### config.mk
export PLATFORM = sky130hd
export DESIGN_NAME = brick_hit_sched
export DESIGN_NICKNAME = d
export VERILOG_FILES = /design/src/rtl/brick_hit_sched.sv
export SDC_FILE = /design/constraint.sdc
export NUM_CORES = 1
export LEC_CHECK = 0
export ABC_CLOCK_PERIOD_IN_PS = 2280
export CORE_MARGIN = 8
export CORE_UTILIZATION = 48
export DETAILED_ROUTE_END_ITERATION = 12
export PLACE_DENSITY = 0.88
export SLEW_MARGIN = 10
export SYNTH_ARGS = -nofsm -noshare
export SYNTH_HDL_FRONTEND = slang
export SYNTH_SLANG_ARGS = --single-unit
### constraint.sdc
create_clock -name clk -period 2.28 [get_ports clk]
set_input_delay 0.57 -clock clk [delete_from_list [all_inputs] [get_ports clk]]
set_output_delay 0.57 -clock clk [all_outputs]
set_load 0.01 [all_outputs]
### src/rtl/brick_hit_sched.sv
// brick_hit_sched: brick-wall collision scheduler.
// A check scans the 4 wall rows one per cycle and removes at most one brick:
// the highest overlapped brick in the lowest matching row.
// Optional feature: define BRICK_SCORE_EN to enable the saturating score counter;
// when it is undefined the score port is tied to zero.
//
// state | meaning
// IDLE  | waiting for start; hit/hit_row/hit_brk hold the last result
// SCAN  | evaluating row row_idx against the latched ball_rows/ball_mask
// CLEAR | removing brick {hit_row, hit_brk} from the wall
// DONE  | check finished; done pulses on the following cycle

module brick_hit_sched (
    input  logic        clk,
    input  logic        rst,
    input  logic        start,
    input  logic [3:0]  ball_rows,
    input  logic [7:0]  ball_mask,
    input  logic        wall_load,
    output logic        busy,
    output logic        done,
    output logic        hit,
    output logic [1:0]  hit_row,
    output logic [2:0]  hit_brk,
    output logic [31:0] wall,
    output logic        wall_clear,
    output logic [7:0]  score
);

    typedef enum logic [1:0] {
        IDLE  = 2'd0,
        SCAN  = 2'd1,
        CLEAR = 2'd2,
        DONE  = 2'd3
    } state_t;

    state_t      state;
    state_t      state_nxt;
    logic [1:0]  row_idx;
    logic [3:0]  rows_q;
    logic [7:0]  mask_q;
    logic [7:0]  row_bits;
    logic        row_match;
    logic [2:0]  match_brk;

    // Current row overlap and the highest overlapped brick in it
    always_comb begin
        row_bits  = wall[{row_idx, 3'b000} +: 8] & mask_q;
        row_match = rows_q[row_idx] && (row_bits != 8'h00);
        match_brk = 3'd0;
        for (int i = 0; i < 8; i++) begin
            if (row_bits[i]) begin
                match_brk = i[2:0];
            end
        end
    end

    // State register
    always_ff @(posedge clk) begin
        if (rst) begin
            state <= IDLE;
        end else begin
            state <= state_nxt;
        end
    end

    // Next-state and busy decode; wall_load aborts any check
    always_comb begin
        state_nxt = state;
        busy      = (state != IDLE);
        if (wall_load) begin
            state_nxt = IDLE;
        end else begin
            unique case (state)
                IDLE:    if (start) state_nxt = SCAN;
                SCAN: begin
                    if (row_match) begin
                        state_nxt = CLEAR;
                    end else if (row_idx == 2'd3) begin
                        state_nxt = DONE;
                    end
                end
                CLEAR:   state_nxt = DONE;
                DONE:    state_nxt = IDLE;
                default: state_nxt = IDLE;
            endcase
        end
    end

    // Datapath: input latch, row walk, hit capture, brick removal, done pulse
    always_ff @(posedge clk) begin
        if (rst) begin
            row_idx    <= 2'd0;
            rows_q     <= 4'd0;
            mask_q     <= 8'd0;
            hit        <= 1'b0;
            hit_row    <= 2'd0;
            hit_brk    <= 3'd0;
            wall       <= 32'hFFFF_FFFF;
            wall_clear <= 1'b0;
            done       <= 1'b0;
        end else begin
            done       <= (state == DONE) && !wall_load;
            wall_clear <= (wall == 32'd0);
            if (wall_load) begin
                wall <= 32'hFFFF_FFFF;
            end else begin
                unique case (state)
                    IDLE: begin
                        if (start) begin
                            rows_q  <= ball_rows;
                            mask_q  <= ball_mask;
                            row_idx <= 2'd0;
                            hit     <= 1'b0;
                            hit_row <= 2'd0;
                            hit_brk <= 3'd0;
                        end
                    end
                    SCAN: begin
                        if (row_match) begin
                            hit     <= 1'b1;
                            hit_row <= row_idx;
                            hit_brk <= match_brk;
                        end else begin
                            row_idx <= row_idx + 2'd1;
                        end
                    end
                    CLEAR:   wall[{hit_row, hit_brk}] <= 1'b0;
                    default: ;
                endcase
            end
        end
    end

`ifdef BRICK_SCORE_EN
    // Saturating count of removed bricks; an aborted CLEAR removes nothing
    always_ff @(posedge clk) begin
        if (rst) begin
            score <= 8'd0;
        end else if ((state == CLEAR) && !wall_load && (score != 8'hFF)) begin
            score <= score + 8'd1;
        end
    end
`else
    assign score = 8'd0;
`endif

endmodule

# Word level (Yosys, flattened, before mapping)
# Cells that the tools add are included.
# classes
order_cmp	3
eq_ne	8
bitwise_logic	4
reduce_logical	14
add_sub_neg	1
shift	1
mux	26
# op_table
op	count
$and A32 B32 Y32	1
$logic_not A32 Y1	1
$not A32 Y32	1
$shiftx A32 B6 Y8	1
$mux W3	8
$mux W2	6
$and A8 B8 Y8	1
$pmux W2 S2	2
$pmux W2 S4	1
$reduce_and A4 Y1	2
$reduce_bool A8 Y1	1
$eq A2 B2 Y1 const B	3
$lt A5 B6 Y1 const B	1
$ne A2 B2 Y1 const B	3
$pmux W3 S2	1
$demux W1 S5	1
$ge A5 B1 Y1 const B	1
$mux W1	5
$reduce_bool A2 Y1	2
$logic_and A1 B1 Y1	3
$lt A2 B3 Y1 const B	1
$ne A3 B3 Y1 const B	1
$reduce_and A3 Y1	1
$add A2 B1 Y2 const B	1
other kinds (8)	8
# word_totals
word_cells	67
output_inout_bits	49
reg_bits	56
input_bits	16

# Longest topological paths before layout
# logic_depth
ltp_word	11
ltp_mapped	8
depth_no_buf	7

# Worst setup path before layout
# No wires, ideal clock.
# synth_timing
kind	register -> register
from	reg row_idx[0]
to	reg row_idx[0]
setup_slack_ns	0.232
synth_period_minus_slack_ns	2.048
path_buffers	2
arrival_time_ns	1.978
stages_incl_launch_ff	9
required_ns	2.210
path_cell_list	dfxtp_1 -> buf_6 -> buf_8 -> mux4_2 -> a22o_1 -> nor3_2 -> a21boi_2 -> or3b_1 -> a21oi_1
# synth_between
elab_chain_cells	6
word_cells_on_any_way	11
classes_between	add/sub: 1; eq/ne: 1; shift: 1; mux: 4; bitwise: 1; reduce/logical: 3
# synth_lines
element	line	rtl
from (decl)	39	logic [1:0] row_idx;
from (signal assigned)	125	row_idx <= row_idx + 2'd1;
$shiftx A32 B6 Y8	48	row_bits = wall[{row_idx, 3'b000} +: 8] & mask_q;
$and A8 B8 Y8	48	
$reduce_bool A8 Y1	49	row_match = rows_q[row_idx] && (row_bits != 8'h00);
$logic_and A1 B1 Y1	49	
$ne A2 B2 Y1 (no line)	-	
$reduce_and A4 Y1 (no line)	-	
# Parallel ways exist; a longest one is shown, timed or not. The select of a mux whose other input is x is not followed.
# A chain may end at the register's enable or synchronous reset.

# Worst setup path in the final report
# Ends and elaborated chain as after synthesis.

==> results.md <==
- Most common cell after layout, fill and taps aside: nand2_1
- Global-route wire length before repair: 11700 um
- Worst-Margin Slew: 0.503 ns
- Reg-to-reg setup timing slack: 0.06 ns
- Total setup buffers inserted after CTS: 0
- Vias in the first global route: 2336
- Final WS setup: 0.0577 ns
- Final Cycle Share: 0.975
- Slew Limit Fails: 0
- Via count: 2406
- All-Layer GR Usage: 0.198
- Top Ports: 65
- Layout cells sized above 1: 0.0862
- Req. time, crit path: 2.52 ns
- Hold depth: 2
- Worst Skew: 0.00832 ns
- Post-DR vias/cell: 5.76
- Sequential area share after synthesis: 0.444
- Maximum vdd ir drop: 0.333 mV
- Critical path's largest stage delay: 0.54 ns
- Routed WL per cell: 18.1 um
- DP HPWL: 5520 um
- Lkg Pwr: 1.15 nW
- Clk Latency, worst-skew pair: 0.32 ns
- CORE AREA: 5110 um2
- Final ANT Viol Nets: 0
- CP delay by family, top: simple AND/OR/NAND/NOR gates
- Worst Hold Slack: 0.463 ns
- Worst hold path endpoint: rows_q[0]
- Core Util, Final: 0.645
- Crit path max-delay cell type: mux4_1
- Largest net degree at the start of global routing: 37
- Hold_sp: rows_q[0]
- FP Rows: 26
- Power Total: 1.85 mW
- Bufs and invs on worst path: 1
- Critical path launch point type: register
- Setup TNS after final layout: 0 ns
- Commonest non-fill, non-tap cells in the layout: 70 x nand2_1, 55 x clkdlybuf4s50_1, 52 x dfxtp_1
- Root buffer cell: clkbuf_8
- Ys Warns: 0
- Htree depth: 2
- Avg Inst Size Synth: 8.74 um2
- Clk slew on worst S/H paths: 0.09 ns
- Deepest clock path buffer count: 2
- Die ar.: 7840 um2
- GPL Wtd Cong: 0.900
- CTS tree: built
- Mapped cell area: 2520 um2
- Layout area overhead: 30.5%
- #FFs+latches synth: 56
- Gr ovfl total: 0
- Hold Crit Class: register to register
- Netlist cell types: 39
- Synth Instances: 289
- Status: completed
- RSZ-0062 raised after global routing: yes
- DRC Markers: 0
- Critical R2R Capture: row_idx[0]
- Antenna diode count: 0
- WP data arrival: 2.47 ns
- Pwr Density: 562 nW/um2
- Die X: 88.5 um
- CP Capture Type: register
- Fillers: 437
- Die Y: 88.5 um
- Worst Path Max Fanout: 7
- DRT iter0 DRCs: 197
- Num CTS Buffers: 5
- CP Cell Sequence: buf_4, mux4_1, nand2_1, and4_1, a21boi_2, or3b_1, a21oi_1
- Final Setup Violations: 0
- Detailed Routing Iterations Pass 1: 5
- Crit path kind: register to register
- Initial Utilization: 0.494
- DRT Wirelength: 7570 um
- Final nets: 368
- Port Buf Inserts: 56
- Slew headroom: 0.664
- Reg2Reg Depth: 7
- CTS Sinks: 56
- Fmax: 0.450 GHz
- Dpl ws: 0.0125 ns
- Tmin final: 2.22 ns
- Maxcap violations: 0
- Reg2Reg Launch Point: row_idx[0]
- Initial antenna violation count: 0
- Final Hold Fails: 0
report_power, final:
group / switching, mW / internal [mW]
clock network: 0.326 / 0.360
registers: 0.0111 / 0.991
logic: 0.0887 / 0.0741
state kept, by name, summed over array words and instances (netlist names):
register    count
state           2
rows_q          4
hit             1
mask_q          8
wall           32
done            1
hit_row         2
row_idx         2
wall_clear      1
hit_brk         3
metal layers:
layer / track usage / vias to the layer above / routed length [um]
li1: - / 1120 / -
met2: 0.322 / 127 / 3630
met1: 0.233 / 1148 / 3060
met4: 0.0876 / 0 / 145
met3: 0.0622 / 11 / 738
met5: 0 / - / 0
cell usage after synthesis (all sizes together):
| cell type | instances | area, um2 |
|---|---|---|
| nand3 | 5 | 25.0 |
| a21boi | 2 | 18.8 |
| or3 | 3 | 18.8 |
| o211ai | 2 | 15.0 |
| dfxtp | 56 | 1120 |
| and3b | 1 | 8.76 |
| nand4 | 2 | 12.5 |
| and3 | 1 | 6.26 |
| buf | 11 | 91.3 |
| conb | 1 | 3.75 |
| mux4 | 7 | 180 |
| and2 | 1 | 6.26 |
| o21ai | 39 | 195 |
| nand2 | 70 | 263 |
| nor3 | 3 | 20.0 |
| a211oi | 1 | 7.51 |
| o22ai | 2 | 12.5 |
| nor4 | 7 | 43.8 |
| inv | 6 | 22.5 |
| nand3b | 6 | 45.0 |
| clkbuf | 10 | 37.5 |
| a22o | 1 | 8.76 |
| mux2i | 5 | 50.1 |
| or3b | 1 | 8.76 |
| or2 | 2 | 12.5 |
| a31o | 1 | 8.76 |
| nand2b | 8 | 50.1 |
| nor2 | 6 | 22.5 |
| a21oi | 17 | 85.1 |
| o2bb2ai | 1 | 8.76 |
| and4 | 1 | 8.76 |
| o32ai | 5 | 43.8 |
| ha | 5 | 62.6 |
cells by family after synthesis:
family | count (synthesis) | synth area share
AND/OR/NAND/NOR | 117 | 0.219
AO/OA/AOI/OAI | 71 | 0.160
flip-flops | 56 | 0.444
buffers and inverters | 27 | 0.0600
multiplexers | 12 | 0.0912
adder cells (fa/ha/maj) | 5 | 0.0248
other | 1 | 0.00149
timing repair:
action                                 4_1_cts  5_1_grt
endpoints found under the hold margin        0        0
hold buffers                                 0        0
setup endpoints to repair                    2        5
gates resized for setup                      3        4
pin swaps                                    0        0
stage by stage:
step,cell area [um2],instances
after global routing,3300,418
after detailed placement,3150,410
after floorplan,2550,296
after global placement,3150,410
final,3300,418
after CTS,3280,418
worst max path at each step:
| stage | slack [ns] | end | from | cells after the start |
|---|---|---|---|---|
| floorplan | 0.23 | row_idx[0] | row_idx[0] | 8 |
| global placement | 0.13 | row_idx[0] | row_idx[0] | 7 |
| detailed placement | 0.01 | hit_brk[1] | row_idx[0] | 7 |
| CTS | 0.04 | busy | state[0] | 4 |
| global route | -0.04 | row_idx[0] | row_idx[0] | 7 |
| finish | 0.06 | row_idx[0] | row_idx[0] | 7 |
worst min-delay path: stages, from the launching register on:
cell     delay, ns
dfxtp_1       0.32
nand2_1       0.05
a21oi_1       0.05
layout make-up:
type                    count  area, um2  share of cell area
clock buffers               6       82.6              0.0251
well taps                  70       87.6              0.0266
clock inverters             2       38.8              0.0118
inverters                   6       22.5             0.00683
multi-input cells         213       1290               0.393
repair buffers             65        643               0.195
flip-flops and latches     56       1130               0.342
(Power assumes the default switching activity.)
